## src/rtl/pu_pass_scheduler.sv

```systemverilog
// pu_pass_scheduler: runs the oc/ic pass loop of one layer descriptor.
// Ports: clk, reset (async low), cfg_* descriptor in, pass_* PU pass
// control out, pass_done in, wb_req/wb_ack writeback handshake,
// busy/layer_done status; perf_* counters only with PU_SCHED_PERF_EN.
module pu_pass_scheduler #(
  parameter int LAYER_PARAM_WIDTH = 10
`ifdef PU_SCHED_PERF_EN
  , parameter int PERF_WIDTH = 32
`endif
) (
  input  logic                         clk,
  input  logic                         reset,
  input  logic                         cfg_valid,
  output logic                         cfg_ready,
  input  logic [LAYER_PARAM_WIDTH-1:0] cfg_ic,
  input  logic [LAYER_PARAM_WIDTH-1:0] cfg_oc,
  output logic                         pass_start,
  output logic [LAYER_PARAM_WIDTH-1:0] pass_ic,
  output logic [LAYER_PARAM_WIDTH-1:0] pass_oc,
  output logic                         pass_accumulate,
  output logic                         pass_last_ic,
  input  logic                         pass_done,
  output logic                         wb_req,
  input  logic                         wb_ack,
  output logic                         busy,
  output logic                         layer_done
`ifdef PU_SCHED_PERF_EN
  ,
  output logic [PERF_WIDTH-1:0]        perf_busy_cycles,
  output logic [PERF_WIDTH-1:0]        perf_wb_stall_cycles
`endif
);

  localparam int W = LAYER_PARAM_WIDTH;
  localparam logic [W-1:0] ONE = 1;

  typedef enum logic [2:0] {
    IDLE,
    START,
    WAIT_PASS,
    WRITEBACK,
    DONE
  } state_e;

  state_e         state_q, state_d;
  logic [W-1:0]   ic_q, ic_d;
  logic [W-1:0]   oc_q, oc_d;
  logic [W-1:0]   cic_q, cic_d;
  logic [W-1:0]   coc_q, coc_d;

  always_ff @(posedge clk or negedge reset) begin
    if (!reset) begin
      state_q <= IDLE;
      ic_q    <= '0;
      oc_q    <= '0;
      cic_q   <= '0;
      coc_q   <= '0;
    end else begin
      state_q <= state_d;
      ic_q    <= ic_d;
      oc_q    <= oc_d;
      cic_q   <= cic_d;
      coc_q   <= coc_d;
    end
  end

  // Only the event owned by the current state is acted on, so
  // stray pass_done/wb_ack pulses fall through unchanged.
  always_comb begin
    state_d = state_q;
    ic_d    = ic_q;
    oc_d    = oc_q;
    cic_d   = cic_q;
    coc_d   = coc_q;
    unique case (state_q)
      IDLE: begin
        if (cfg_valid) begin
          cic_d   = cfg_ic;
          coc_d   = cfg_oc;
          ic_d    = '0;
          oc_d    = '0;
          state_d = START;
        end
      end
      START: state_d = WAIT_PASS;
      WAIT_PASS: begin
        if (pass_done) begin
          if (ic_q == cic_q) begin
            state_d = WRITEBACK;
          end else begin
            ic_d    = ic_q + ONE;
            state_d = START;
          end
        end
      end
      WRITEBACK: begin
        if (wb_ack) begin
          if (oc_q == coc_q) begin
            state_d = DONE;
          end else begin
            oc_d    = oc_q + ONE;
            ic_d    = '0;
            state_d = START;
          end
        end
      end
      DONE: state_d = IDLE;
      default: state_d = IDLE;
    endcase
  end

  assign cfg_ready       = (state_q == IDLE);
  assign pass_start      = (state_q == START);
  assign wb_req          = (state_q == WRITEBACK);
  assign layer_done      = (state_q == DONE);
  assign busy            = (state_q != IDLE);
  assign pass_ic         = ic_q;
  assign pass_oc         = oc_q;
  assign pass_accumulate = (ic_q != '0);
  assign pass_last_ic    = (ic_q == cic_q);

`ifdef PU_SCHED_PERF_EN
  logic [PERF_WIDTH-1:0] pbusy_q;
  logic [PERF_WIDTH-1:0] pstall_q;
  logic                  accept;

  assign accept = cfg_ready & cfg_valid;

  // Saturating counters; acceptance happens in IDLE where
  // neither counter can increment, so clear never races an add.
  always_ff @(posedge clk or negedge reset) begin
    if (!reset) begin
      pbusy_q  <= '0;
      pstall_q <= '0;
    end else if (accept) begin
      pbusy_q  <= '0;
      pstall_q <= '0;
    end else begin
      if (busy && !(&pbusy_q)) begin
        pbusy_q <= pbusy_q + 1'b1;
      end
      if (wb_req && !wb_ack && !(&pstall_q)) begin
        pstall_q <= pstall_q + 1'b1;
      end
    end
  end

  assign perf_busy_cycles     = pbusy_q;
  assign perf_wb_stall_cycles = pstall_q;
`endif

endmodule

```

## config.mk

```make
export PLATFORM = sky130hd
export DESIGN_NAME = pu_pass_scheduler
export DESIGN_NICKNAME = d
export VERILOG_FILES = /design/src/rtl/pu_pass_scheduler.sv
export SDC_FILE = /design/constraint.sdc
export NUM_CORES = 1
export LEC_CHECK = 0
export BUFFER_PORTS_ARGS = -buffer_cell sky130_fd_sc_hd__buf_2
export CORE_MARGIN = 2
export CORE_UTILIZATION = 42
export CTS_BUF_LIST = sky130_fd_sc_hd__clkbuf_8
export DETAILED_ROUTE_END_ITERATION = 8
export GPL_ROUTABILITY_DRIVEN = 0
export GPL_TIMING_DRIVEN = 0
export PLACE_DENSITY_LB_ADDON = 0.25
export SLEW_MARGIN = 20
export SYNTH_ARGS = -nofsm -noshare
export SYNTH_HDL_FRONTEND = slang
export SYNTH_SLANG_ARGS = --single-unit
```

## constraint.sdc

```tcl
create_clock -name clk -period 1.9 [get_ports clk]
set_input_delay 0.19 -clock clk [delete_from_list [all_inputs] [get_ports clk]]
set_output_delay 0.19 -clock clk [all_outputs]
set_load 0.02 [all_outputs]
```

; ---- Word level (Yosys, flattened, before mapping)
; Index checks and enable logic that the tools add are counted.
[word_totals]
register_bits = 43
out_inout_bits = 27
[classes]
n_addsub = 2
n_eq_ne = 11
mux = 15
n_reduce_logical = 9
[op_table]
columns = operator, count
row1 = $mux 10, 7
row2 = $pmux 10 s3, 1
row3 = $add 10x1->10 const B, 2
row4 = $eq 10x10->1, 2
row5 = $pmux 10 s2, 1
row6 = $mux 3, 4
row7 = $pmux 3 s4, 1
row8 = $reduce_bool 10->1, 1
row9 = $ne 2x2->1 const B, 4
row10 = $eq 3x2->1 const B, 2
row11 = $reduce_and 6->1, 1
row12 = $reduce_bool 3->1, 2
row13 = $reduce_and 4->1, 1
row14 = $eq 3x1->1 const B, 1
row15 = $eq 3x3->1 const B, 1
row16 = $logic_not 3->1, 1
row17 = $reduce_and 3->1, 1
row18 = $mux 2, 1
row19 = $ne 2x1->1 const B, 1
row20 = $reduce_and 2->1, 1
row21 = $reduce_bool 2->1, 1

; ---- Longest topological paths before layout
; Gate-level depths: netlist (run 1).
[logic_depth]
depth_word = 4
mapped_depth = 7
mapped_depth_nobuf = 6

; ---- Worst setup path before layout (run 1)
; Ideal clock, no wire load.
[synth_path]
path_kind = register -> register
startpoint = register ic_q[3] (netlist: pass_ic[3])
endpoint = register ic_q[0] (netlist: pass_ic[0])
arrival_time_ps = 2139
t_required_ps = 1835
path_slack_ps = -303
stages_incl_launch_ff = 8
synth_period_minus_slack_ps = 2203
cell_sequence = dfrtp_1 > clkbuf_1 > xnor2_1 > nand4_1 > nor3_1 > a221o_1 > buf_6 > mux2_2
[synth_between]
elab_chain_cells = 3
[synth_lines]
columns = element, line
row1 = "start, declared", 46  ; logic [W-1:0] ic_q, ic_d;
row2 = "start signal, assigned", 60  ; ic_q <= ic_d;
row3 = $eq 10x10->1, -
row4 = named net pass_last_ic, 21  ; output logic pass_last_ic,
row5 = $ne 2x2->1 (no line), -
row6 = $reduce_and 6->1 (no line), -
; The timed path passes the listed nets, and every way through them passes these cells.
; A chain may end at the register's enable or synchronous reset.

; ---- Final worst setup path (run 1)
[layout_path]
startpoint = register state_q[1]
endpoint = register ic_q[8] (netlist: pass_ic[8])
[layout_between]
elab_chain_cells = 3
elab_cells_between_ends = 11
classes_between = eq/ne: 7 / mux: 1 / reduce/logical: 3
[layout_lines]
columns = element, line
row1 = "start, declared", 45  ; state_e state_q, state_d;
row2 = "start signal, assigned", 59  ; state_q <= state_d;
row3 = $eq 3x2->1 / $logic_not 3->1 (equally long branches), 75  ; unique case (state_q)
row4 = $ne 2x2->1 (no line) (tied with other cells), -
row5 = $reduce_and 6->1 (no line), -
; Several ways; a longest one is shown, not always the timed one.

==> results of run 1 <==
[report_power, final]
group / internal [W] / leakage (nW) / switching [W]
clock network: 0.000520 / 0.0695 / 0.000317
registers: 0.00121 / 0.532 / 0.000242
logic: 0.000930 / 0.863 / 0.000912
[routing by layer]
metal | wire length (um) | vias to the layer above
li1 | - | 959
met1 | 2590 | 933
met2 | 2630 | 43
met3 | 243 | 4
met4 | 51 | 0
met5 | 0 | -
[cell type report]
type | count | area [um^2] | area share (%)
tap | 72 | 90.1 | 2.91
clock buffer | 5 | 68.8 | 2.22
multi-input combinational | 165 | 1320 | 42.6
clock inverter | 3 | 63.8 | 2.06
buffer | 10 | 109 | 3.51
sequential | 43 | 1090 | 35.1
inverter | 6 | 22.5 | 0.726
timing repair buffer | 60 | 335 | 10.8
[cell usage in the layout, fill, tap and decap left out, types with 2 or more instances in the layout]
cell type / netlist / layout
a211o_2: 6 / 6
nor3b_1: 2 / 2
mux2_2: 22 / 22
dfrtp_2: 0 / 11
nor3_4: 0 / 3
bufinv_16: 0 / 2
and2_1: 3 / 3
buf_4: 0 / 9
xnor2_1: 20 / 19
a221o_1: 3 / 3
or3_1: 2 / 2
buf_6: 4 / 6
nor3_1: 12 / 9
o21ai_0: 8 / 8
and3_1: 12 / 12
or2_2: 6 / 6
ha_1: 3 / 3
nand4_1: 8 / 8
o31ai_1: 4 / 3
buf_2: 2 / 49
dfrtp_1: 43 / 32
inv_1: 6 / 7
nand2_1: 16 / 16
nand3_1: 5 / 5
clkbuf_4: 0 / 3
nor2_1: 5 / 5
a22o_1: 9 / 9
and2b_2: 2 / 2
nor4_1: 2 / 2
mux2i_1: 3 / 3
clkbuf_8: 2 / 8
[cells by family (layout without fill, tap and decap cells)]
group	count (synthesis)	in the layout	share of synthesized area, %
compound gates	37	37	12.5
xor+xnor	20	20	7.15
fa+ha+maj	3	3	1.53
buf+inv	21	84	5.36
flops	43	43	43.9
mux	25	25	11.3
simple gates	80	80	18.3
[worst max-delay path: stages (launching register included)]
cell,delay [ps]
dfrtp_1,350
buf_6,120
and2b_2,220
or4_4,510
a221o_1,280
buf_6,150
a221o_1,340
[through the flow]
stage | utilization, % | cell area [um^2] | cells | total power, W
after global routing | 55.6 | 3100 | 364 | 0.00439
after floorplan | - | 2480 | 229 | 0.00269
after detailed placement | 50.6 | 2820 | 351 | 0.00310
after global placement | 50.6 | 2820 | 351 | 0.00305
final | 55.6 | 3100 | 364 | 0.00413
after CTS | 54.1 | 3010 | 359 | 0.00404
[worst max-delay path by stage]
stage                                 startpoint                     end  slack (ps)  cells after the start
after floorplan           state_q[1]$_DFFE_PN0P_  pass_ic[2]$_DFFE_PN0P_         -80                      6
after global placement    pass_ic[4]$_DFFE_PN0P_  pass_ic[5]$_DFFE_PN0P_        -240                      6
after detailed placement  pass_oc[5]$_DFFE_PN0P_  pass_oc[6]$_DFFE_PN0P_        -280                      7
after CTS                 state_q[1]$_DFFE_PN0P_  pass_ic[8]$_DFFE_PN0P_        -180                      6
after global routing      state_q[1]$_DFFE_PN0P_  pass_ic[2]$_DFFE_PN0P_        -220                      6
final                     state_q[1]$_DFFE_PN0P_  pass_ic[8]$_DFFE_PN0P_        -180                      6
[state kept, by name, summed over array words and instances, names as in the netlist]
name,count
state_q,3
pass_ic,10
cic_q,10
coc_q,10
pass_oc,10
[repair_timing]
item | 4_1_cts | 5_1_grt
buffers inserted | 3 | 7
resized for setup | 14 | 15
pin swaps | 2 | 2
setup endpoints to repair | 23 | 27
==> run_results.csv, run 1 <==
group,metric,value,unit
run_status,outcome,"finished, violations left",
run_status,violations,"setup timing",
grt,grt_util_met3,3.71,%
clock_network,cts_hold_buf,0,
finish,n_antenna_cell,0,
clock_network,clockBufferDepth,2,
clock_network,clk_latency,300,ps
timing,maxSlewHeadroom,36.4,%
yosys,syn_inst,229,
timing,rsz0062_at_grt,"yes",
clock_network,path_clk_slew,90,ps
placement,io_buffers,50,
floorplan,design.core.area,5570,um^2
route,first_pass_iters,4,
floorplan,io_pins,52,
grt,grt_pass1_wl,8900,um
floorplan,rows,27,
floorplan,dieArea,6460,um^2
grt,met1_usage,26.2,%
critical_path,r2r-end,"pass_ic[8]$_DFFE_PN0P_",
route,finalWirelength,5520,um
finish,final_nets,319,
placement,hpwl,3810,um
placement,pre_cts_ws,-282,ps
finish,fillers,502,
timing,finalCritPeriodShare,110,%
finish,layout-drive-gt1-share,45.9,%
route,wire_per_inst,15.2,um
critical_path,path_max_fanout,10,
timing,fin_crit,2080,ps
yosys,synth_common_cells,"dfrtp_1 (43), mux2_2 (22), xnor2_1 (20)",
power_and_ir_drop,ir_worst_vdd,0.731,mV
timing,hold_viol,0,
critical_path,rr_worst_depth,6,
run,max-cap-violations,0,
yosys,synth_edf_count,0,
yosys,synth.top_cell.area_share,43.9,%
timing,timing.setup.tns,-1450,ps
route,ant_nets,0,
yosys,syn_area,2450,um^2
clock_network,cts_inserted_buffers,5,
critical_path,r2r-start,"state_q[1]$_DFFE_PN0P_",
yosys,synth_seq_area_share,43.9,%
floorplan,die_h,80.4,um
power_and_ir_drop,powerDensity,1330,nW/um^2
finish,area_delta_synth_final,26.5,%
power_and_ir_drop,total_leakage_power,1.47,nW
clock_network,cts.sinks,43,
timing,setup_viol,10,
clock_network,cts_tree,"yes",
grt,overflow,0,
grt,grt_use_met2,26.1,%
route,dr_total_vias,1939,
timing,drv_slew,0,
yosys,synth_nets,257,
yosys,yosysMostFrequentCell,"dfrtp_1",
yosys,synthDistinctLibCells,39,
grt,busiest_layer,"met1",
route,drc_errors,0,
yosys,avgSynthCellArea,10.7,um^2
yosys,synth_area_leader_cell,"dfrtp_1",
critical_path,startpoint_type,"flop",
grt,grt_max_degree,44,
yosys,yosysWarnings,0,
timing,finClkSkew,11.3,ps
grt,track_usage,17.8,%
timing,fmaxAchievable,0.480,GHz
yosys,async_reset_ff_share,100,%
critical_path,worst_ep_arrival_time,2270,ps
floorplan,die_x,80.4,um
timing,whs,40.2,ps
grt,grt_antenna_before_repair,0,
yosys,synth_ff_type,"dfrtp_1",
yosys,synth-seq-cells,43,
timing,worst_slack,-182,ps
route,first_iter_violations,183,
critical_path,ff2ff_setup_slack,-180,ps
yosys,synth_area_leaders,"dfrtp_1 (44%), mux2_2 (10%), xnor2_1 (7.1%), a22o_1 (3.2%), and3_1 (3.1%)",
timing,tightest_slew,954,ps
hold_path,hp-class,"in2async",
clock_network,cts_htree_levels,2,
critical_path,cp.required,2090,ps
grt,grt_pass1_vias,1807,
clock_network,cts_root_buffer,"clkbuf_8",
floorplan,start_util,44.0,%
critical_path,crit_type,"reg2reg",
route,drt-vias-per-instance,5.33,
critical_path,endpoint_kind,"flop",
Power figures use the tool's default switching activity.
==> run 2, diff against run 1 <==
--- a/config.mk
+++ b/config.mk
@@ -7,7 +7,7 @@
 export LEC_CHECK = 0
 export BUFFER_PORTS_ARGS = -buffer_cell sky130_fd_sc_hd__buf_2
 export CORE_MARGIN = 2
-export CORE_UTILIZATION = 42
+export CORE_UTILIZATION = 30
 export CTS_BUF_LIST = sky130_fd_sc_hd__clkbuf_8
 export DETAILED_ROUTE_END_ITERATION = 8
 export GPL_ROUTABILITY_DRIVEN = 0
==> run_results.csv, run 2 (synthesis results as in run 1) <==
group,metric,value,unit
clock_network,cts_root_buffer,"clkbuf_8",
finish,area_delta_synth_final,29.9,%
route,dr_total_vias,1960,
finish,fillers,790,
finish,final_area,3180,um^2
grt,grt_use_met2,20.7,%
timing,finClkSkew,7.21,ps
placement,hpwl,4000,um
clock_network,cts_htree_levels,2,
route,ant_nets,0,
route,first_iter_violations,103,
run,max-cap-violations,0,
power_and_ir_drop,total_leakage_power,1.50,nW
finish,layout-drive-gt1-share,44.3,%
power_and_ir_drop,powerDensity,1340,nW/um^2
floorplan,die_h,94.4,um
grt,overflow,0,
power_and_ir_drop,ir_worst_vdd,0.415,mV
clock_network,cts_tree,"yes",
route,wire_per_inst,14.3,um
timing,hold_viol,0,
timing,worst_slack,-167,ps
route,drc_errors,0,
run_status,violations,"setup timing",
critical_path,crit_top_cell,"a221o_1",
route,drt-vias-per-instance,4.90,
route,first_pass_iters,4,
run_status,outcome,"finished, violations left",
clock_network,cts.sinks,43,
timing,fmaxAchievable,0.484,GHz
power_and_ir_drop,sequentialPowerShare,34.2,%
clock_network,clockBufferDepth,2,
timing,tightest_slew,566,ps
finish,final_nets,325,
floorplan,die_x,94.4,um
critical_path,endpoint_kind,"flop",
grt,grt_util_met3,2.31,%
hold_path,hp-class,"in2reg",
critical_path,crit_type,"reg2reg",
floorplan,dieArea,8910,um^2
power_and_ir_drop,p_total,0.00427,W
clock_network,clk_latency,300,ps
grt,busiest_layer,"met2",
critical_path,max_stage_delay,460,ps
finish,layout_common_cells,"buf_2 (50), dfrtp_1 (39), mux2_2 (21)",
power_and_ir_drop,comb_power_share,45.7,%
critical_path,startpoint_type,"flop",
power_and_ir_drop,switchingPower,0.00152,W
critical_path,path_max_fanout,6,
finish,final_common_cell,"buf_2",
timing,drv_slew,0,
timing,fin_crit,2070,ps
floorplan,rows,32,
grt,grt_max_degree,44,
critical_path,path_cells,"mux2i_2 -> nor2b_4 -> or4_4 -> a221o_1 -> buf_6 -> a221o_1",
power_and_ir_drop,p_sw_share,35.5,%
critical_path,worst_ep_arrival_time,2250,ps
grt,grt_pass1_vias,1932,
grt,grt_pass1_wl,9410,um
timing,maxSlewHeadroom,62.2,%
timing,setup_viol,10,
grt,grt_antenna_before_repair,0,
floorplan,io_pins,52,
critical_path,cp_slowest_cell,"dfrtp_2",
finish,n_antenna_cell,0,
route,finalWirelength,5740,um
critical_path,cp.required,2090,ps
clock_network,path_clk_slew,90,ps
placement,io_buffers,50,
clock_network,cts_inserted_buffers,5,
power_and_ir_drop,power.internal,0.00276,W
grt,met1_usage,19.0,%
floorplan,start_util,31.4,%
power_and_ir_drop,p_clk_share,20.1,%
floorplan,design.core.area,7810,um^2
grt,track_usage,13.5,%
timing,rsz0062_at_grt,"yes",
placement,placed_area,2860,um^2
timing,finalCritPeriodShare,109,%
[run 2: critical path: cells and delay by family, from the launching register on]
family                 cells  cell delay, ps
AO/OA/AOI/OAI              2             630
buffers and inverters      1             150
flip-flops                 1             460
multiplexers               1             170
AND/OR/NAND/NOR            2             540
[run 2: final cells by class]
class / count / area [um^2] / share of cell area [%]
multi-input combinational: 165 / 1330 / 41.6
clock buffer: 5 / 68.8 / 2.16
timing repair buffer: 64 / 383 / 12.0
clock inverter: 3 / 67.6 / 2.12
inverter: 6 / 22.5 / 0.707
sequential: 43 / 1080 / 33.9
tap: 102 / 128 / 4.01
buffer: 12 / 109 / 3.42
[run 2: routing by layer]
metal	vias up	share of wire (%)
li1	973	-
met1	946	50
met2	34	45
met3	7	3.8
met4	0	1.7
met5	-	0
[run 2: power groups by stage]
stage / registers, W / logic (W) / clock network [W]
after floorplan: 0.00146 / 0.00123 / 0
after global placement: 0.00147 / 0.00160 / 0
after detailed placement: 0.00148 / 0.00163 / 0
after CTS: 0.00144 / 0.00188 / 0.000883
after global routing: 0.00151 / 0.00212 / 0.000916
final: 0.00146 / 0.00195 / 0.000859
[run 2: worst paths after layout]
kind,from,endpoint,slack (ps),cells after the start
setup / recovery,state_q[1]$_DFFE_PN0P_,pass_ic[8]$_DFFE_PN0P_,-170,6
hold / removal,cfg_ic[5],cic_q[5]$_DFFE_PN0P_,120,2
setup reg to reg,state_q[1]$_DFFE_PN0P_,pass_ic[8]$_DFFE_PN0P_,-170,6
hold reg to reg,coc_q[2]$_DFFE_PN0P_,coc_q[2]$_DFFE_PN0P_,530,1
max in group asynchronous,reset,state_q[1]$_DFFE_PN0P_,1060,2
min in group asynchronous,reset,pass_oc[9]$_DFFE_PN0P_,420,2
[run 2: through the flow]
step                hold WS (ps)  setup WS [ps]  utilization, %  cells  TNS (ps)
detailed placement           422           -285            36.6    381     -4800
global placement             418           -271            36.6    381     -4460
floorplan                   -106          -84.1               -    229      -671
global route                 109           -232            40.8    400     -1990
finish                       120           -167            40.8    400     -1390
CTS                         96.8           -168            39.8    395     -1360
[run 2: repair_timing]
item                                    CTS  global route
hold buffers                              0             1
endpoints found under the setup margin   43            42
buffers inserted                          8             4
resized for setup                        10            19
endpoints found under the hold margin     0            43
cloned                                    0             1
pin swaps                                 4            10
==> run 3, diff against run 2 <==
--- a/config.mk
+++ b/config.mk
@@ -5,6 +5,7 @@
 export SDC_FILE = /design/constraint.sdc
 export NUM_CORES = 1
 export LEC_CHECK = 0
+export ABC_AREA = 1
 export BUFFER_PORTS_ARGS = -buffer_cell sky130_fd_sc_hd__buf_2
 export CORE_MARGIN = 2
 export CORE_UTILIZATION = 30
==> run_results.csv, run 3 <==
group,metric,value,unit
critical_path,path_max_fanout,7,
yosys,avgSynthCellArea,7.85,um^2
route,wl_met2,2910,um
grt,track_usage,14.4,%
yosys,yosys.area_share.adder,1.49,%
clock_network,cts_inserted_buffers,5,
finish,layout-drive-gt1-share,26.7,%
critical_path,crit_type,"reg2out",
yosys,synth-seq-cells,43,
hold_path,whs_path_depth,2,
power_and_ir_drop,switchingPower,0.00152,W
yosys,synth_edf_count,0,
power_and_ir_drop,ir_worst_vdd,0.378,mV
yosys,async_reset_ff_share,100,%
power_and_ir_drop,powerDensity,1200,nW/um^2
yosys,synth_seq_area_share,42.6,%
clock_network,clk_latency,300,ps
floorplan,die_h,95.8,um
timing,hold_viol,0,
power_and_ir_drop,comb_power_share,44.1,%
route,ant_nets,0,
finish,multiInputGateArea,1260,um^2
floorplan,io_pins,52,
grt,grt_antenna_before_repair,0,
power_and_ir_drop,p_total,0.00365,W
floorplan,design.core.area,8180,um^2
timing,fmaxAchievable,0.588,GHz
yosys,synth_compound_area_share,5.50,%
clock_network,cts_root_buffer,"clkbuf_8",
route,highest_layer,"met4",
yosys,synth_nets,350,
finish,n_antenna_cell,0,
route,drt-vias-per-instance,4.56,
yosys,synth_area_leader_cell,"dfrtp_1",
clock_network,cts_htree_levels,2,
route,wire_per_inst,12.5,um
finish,fillers,899,
grt,grt_pass1_wl,10300,um
finish,layout_common_cells,"nand2_1 (100), buf_2 (53), dfrtp_1 (40)",
yosys,synth_common_cells,"nand2_1 (100), dfrtp_1 (43), inv_1 (32)",
critical_path,cp.required,1710,ps
floorplan,start_util,30.9,%
floorplan,dieArea,9170,um^2
power_and_ir_drop,p_clk_share,17.7,%
clock_network,path_clk_slew,80,ps
run_status,outcome,"finished clean",
timing,tightest_slew,558,ps
grt,overflow,0,
placement,placed_area,2910,um^2
route,finalWirelength,6090,um
power_and_ir_drop,sequentialPowerShare,38.2,%
grt,grt_pass1_vias,2172,
placement,hpwl,4490,um
critical_path,worst_ep_arrival_time,1510,ps
finish,final_common_cell,"nand2_1",
yosys,synth_top_family_by_area,"simple AND/OR/NAND/NOR gates",
timing,rsz0062_at_grt,"no",
timing,fin_crit,1700,ps
finish,final-seq-area,1080,um^2
finish,area_delta_synth_final,20.4,%
yosys,synth_ff_type,"dfrtp_1",
timing,drv_slew,0,
placement,io_buffers,51,
power_and_ir_drop,power.internal,0.00213,W
critical_path,startpoint_type,"flop",
power_and_ir_drop,total_leakage_power,1.60,nW
yosys,synthDistinctLibCells,30,
yosys,syn_area,2530,um^2
route,drc_errors,0,
floorplan,rows,33,
power_and_ir_drop,p_sw_share,41.6,%
timing,maxSlewHeadroom,62.8,%
yosys,synth-simple-area-share,30.5,%
critical_path,endpoint_kind,"output pin",
hold_path,hp-class,"in2reg",
grt,grt_max_degree,44,
route,first_pass_iters,4,
clock_network,clockBufferDepth,2,
finish,final_nets,409,
floorplan,die_x,95.8,um
yosys,synth_xor_area_share,7.28,%
clock_network,cts.sinks,43,
finish,final_area,3040,um^2
run,max-cap-violations,0,
timing,finalCritPeriodShare,89.5,%
timing,setup_viol,0,
timing,timing.setup.tns,0,ps
clock_network,cts_tree,"yes",
route,met1_length,2910,um
critical_path,rr_worst_depth,7,
yosys,yosysWarnings,0,
route,dr_total_vias,2221,
yosys,yosysMostFrequentCell,"nand2_1",
yosys,synth.top_cell.area_share,42.6,%
yosys,synth_area_leaders,"dfrtp_1 (43%), nand2_1 (15%), mux2_2 (4.9%), inv_1 (4.8%), nor2_1 (4.6%)",
route,first_iter_violations,82,
yosys,synthMuxAreaShare,4.90,%
timing,finClkSkew,7.34,ps
yosys,syn_inst,322,
route,dr_wl_met3,225,um
[run 3: logic make-up after synthesis]
| group | count (synthesis) |
|---|---|
| compound gates | 26 |
| xor+xnor | 21 |
| fa+ha+maj | 3 |
| buf+inv | 44 |
| flops | 43 |
| mux | 11 |
| simple gates | 174 |
[run 3: power groups by stage]
stage | registers, W | logic, W | clock network (W)
after CTS | 0.00139 | 0.00162 | 0.000673
after global placement | 0.00140 | 0.00159 | 0
final | 0.00139 | 0.00161 | 0.000645
after detailed placement | 0.00141 | 0.00162 | 0
after global routing | 0.00144 | 0.00182 | 0.000708
after floorplan | 0.00138 | 0.00120 | 0
[run 3: critical path, cell delays in order (launching register included)]
cell and delay [ps]:
dfrtp_1 380, buf_2 170, xnor2_1 160, nand2_1 80, nor2_2 130, nand2_1 90
inv_1 60, buf_2 150
[run 3: path summary, 6_finish.rpt]
path	start	endpoint	slack (ps)
hold reg to reg	cic_q[7]$_DFFE_PN0P_	cic_q[7]$_DFFE_PN0P_	530
setup reg to reg	pass_oc[0]$_DFFE_PN0P_	pass_oc[8]$_DFFE_PN0P_	270
min in group asynchronous	reset	coc_q[4]$_DFFE_PN0P_	430
hold / removal	cfg_oc[3]	coc_q[3]$_DFFE_PN0P_	120
setup / recovery	pass_ic[5]$_DFFE_PN0P_	pass_last_ic	200
max in group asynchronous	reset	pass_ic[1]$_DFFE_PN0P_	1060
[run 3: area by class of cell]
class,count,share of cell area [%]
Timing Repair Buffer,52,8.80
Tap cell,105,4.32
Clock buffer,7,3.17
Buffer,9,2.22
Multi-Input combinational cell,235,41.6
Sequential cell,43,35.5
Clock inverter,1,0.123
Inverter,35,4.32
[run 3: layer usage]
layer  vias to the layer above  GRT usage [%]
li1                       1130              -
met5                         -              0
met3                         5           3.05
met4                         0           2.86
met1                      1050           19.0
met2                        36           24.4
[run 3: what timing repair did]
action	in CTS	in global routing
endpoints found under the hold margin	0	43
endpoints found under the setup margin	0	10
hold buffers	0	1
setup buffers	0	0
resized for setup	0	8
[run 3: per-stage QoR]
stage               util [%]  setup WS (ps)  instances  hold slack (ps)
detailed placement      35.6            186        478              418
global route            37.2           11.2        487              110
global placement        35.6            204        478              418
CTS                     36.9           84.8        486             88.5
finish                  37.2            200        487              117
floorplan                  -            284        322             -106
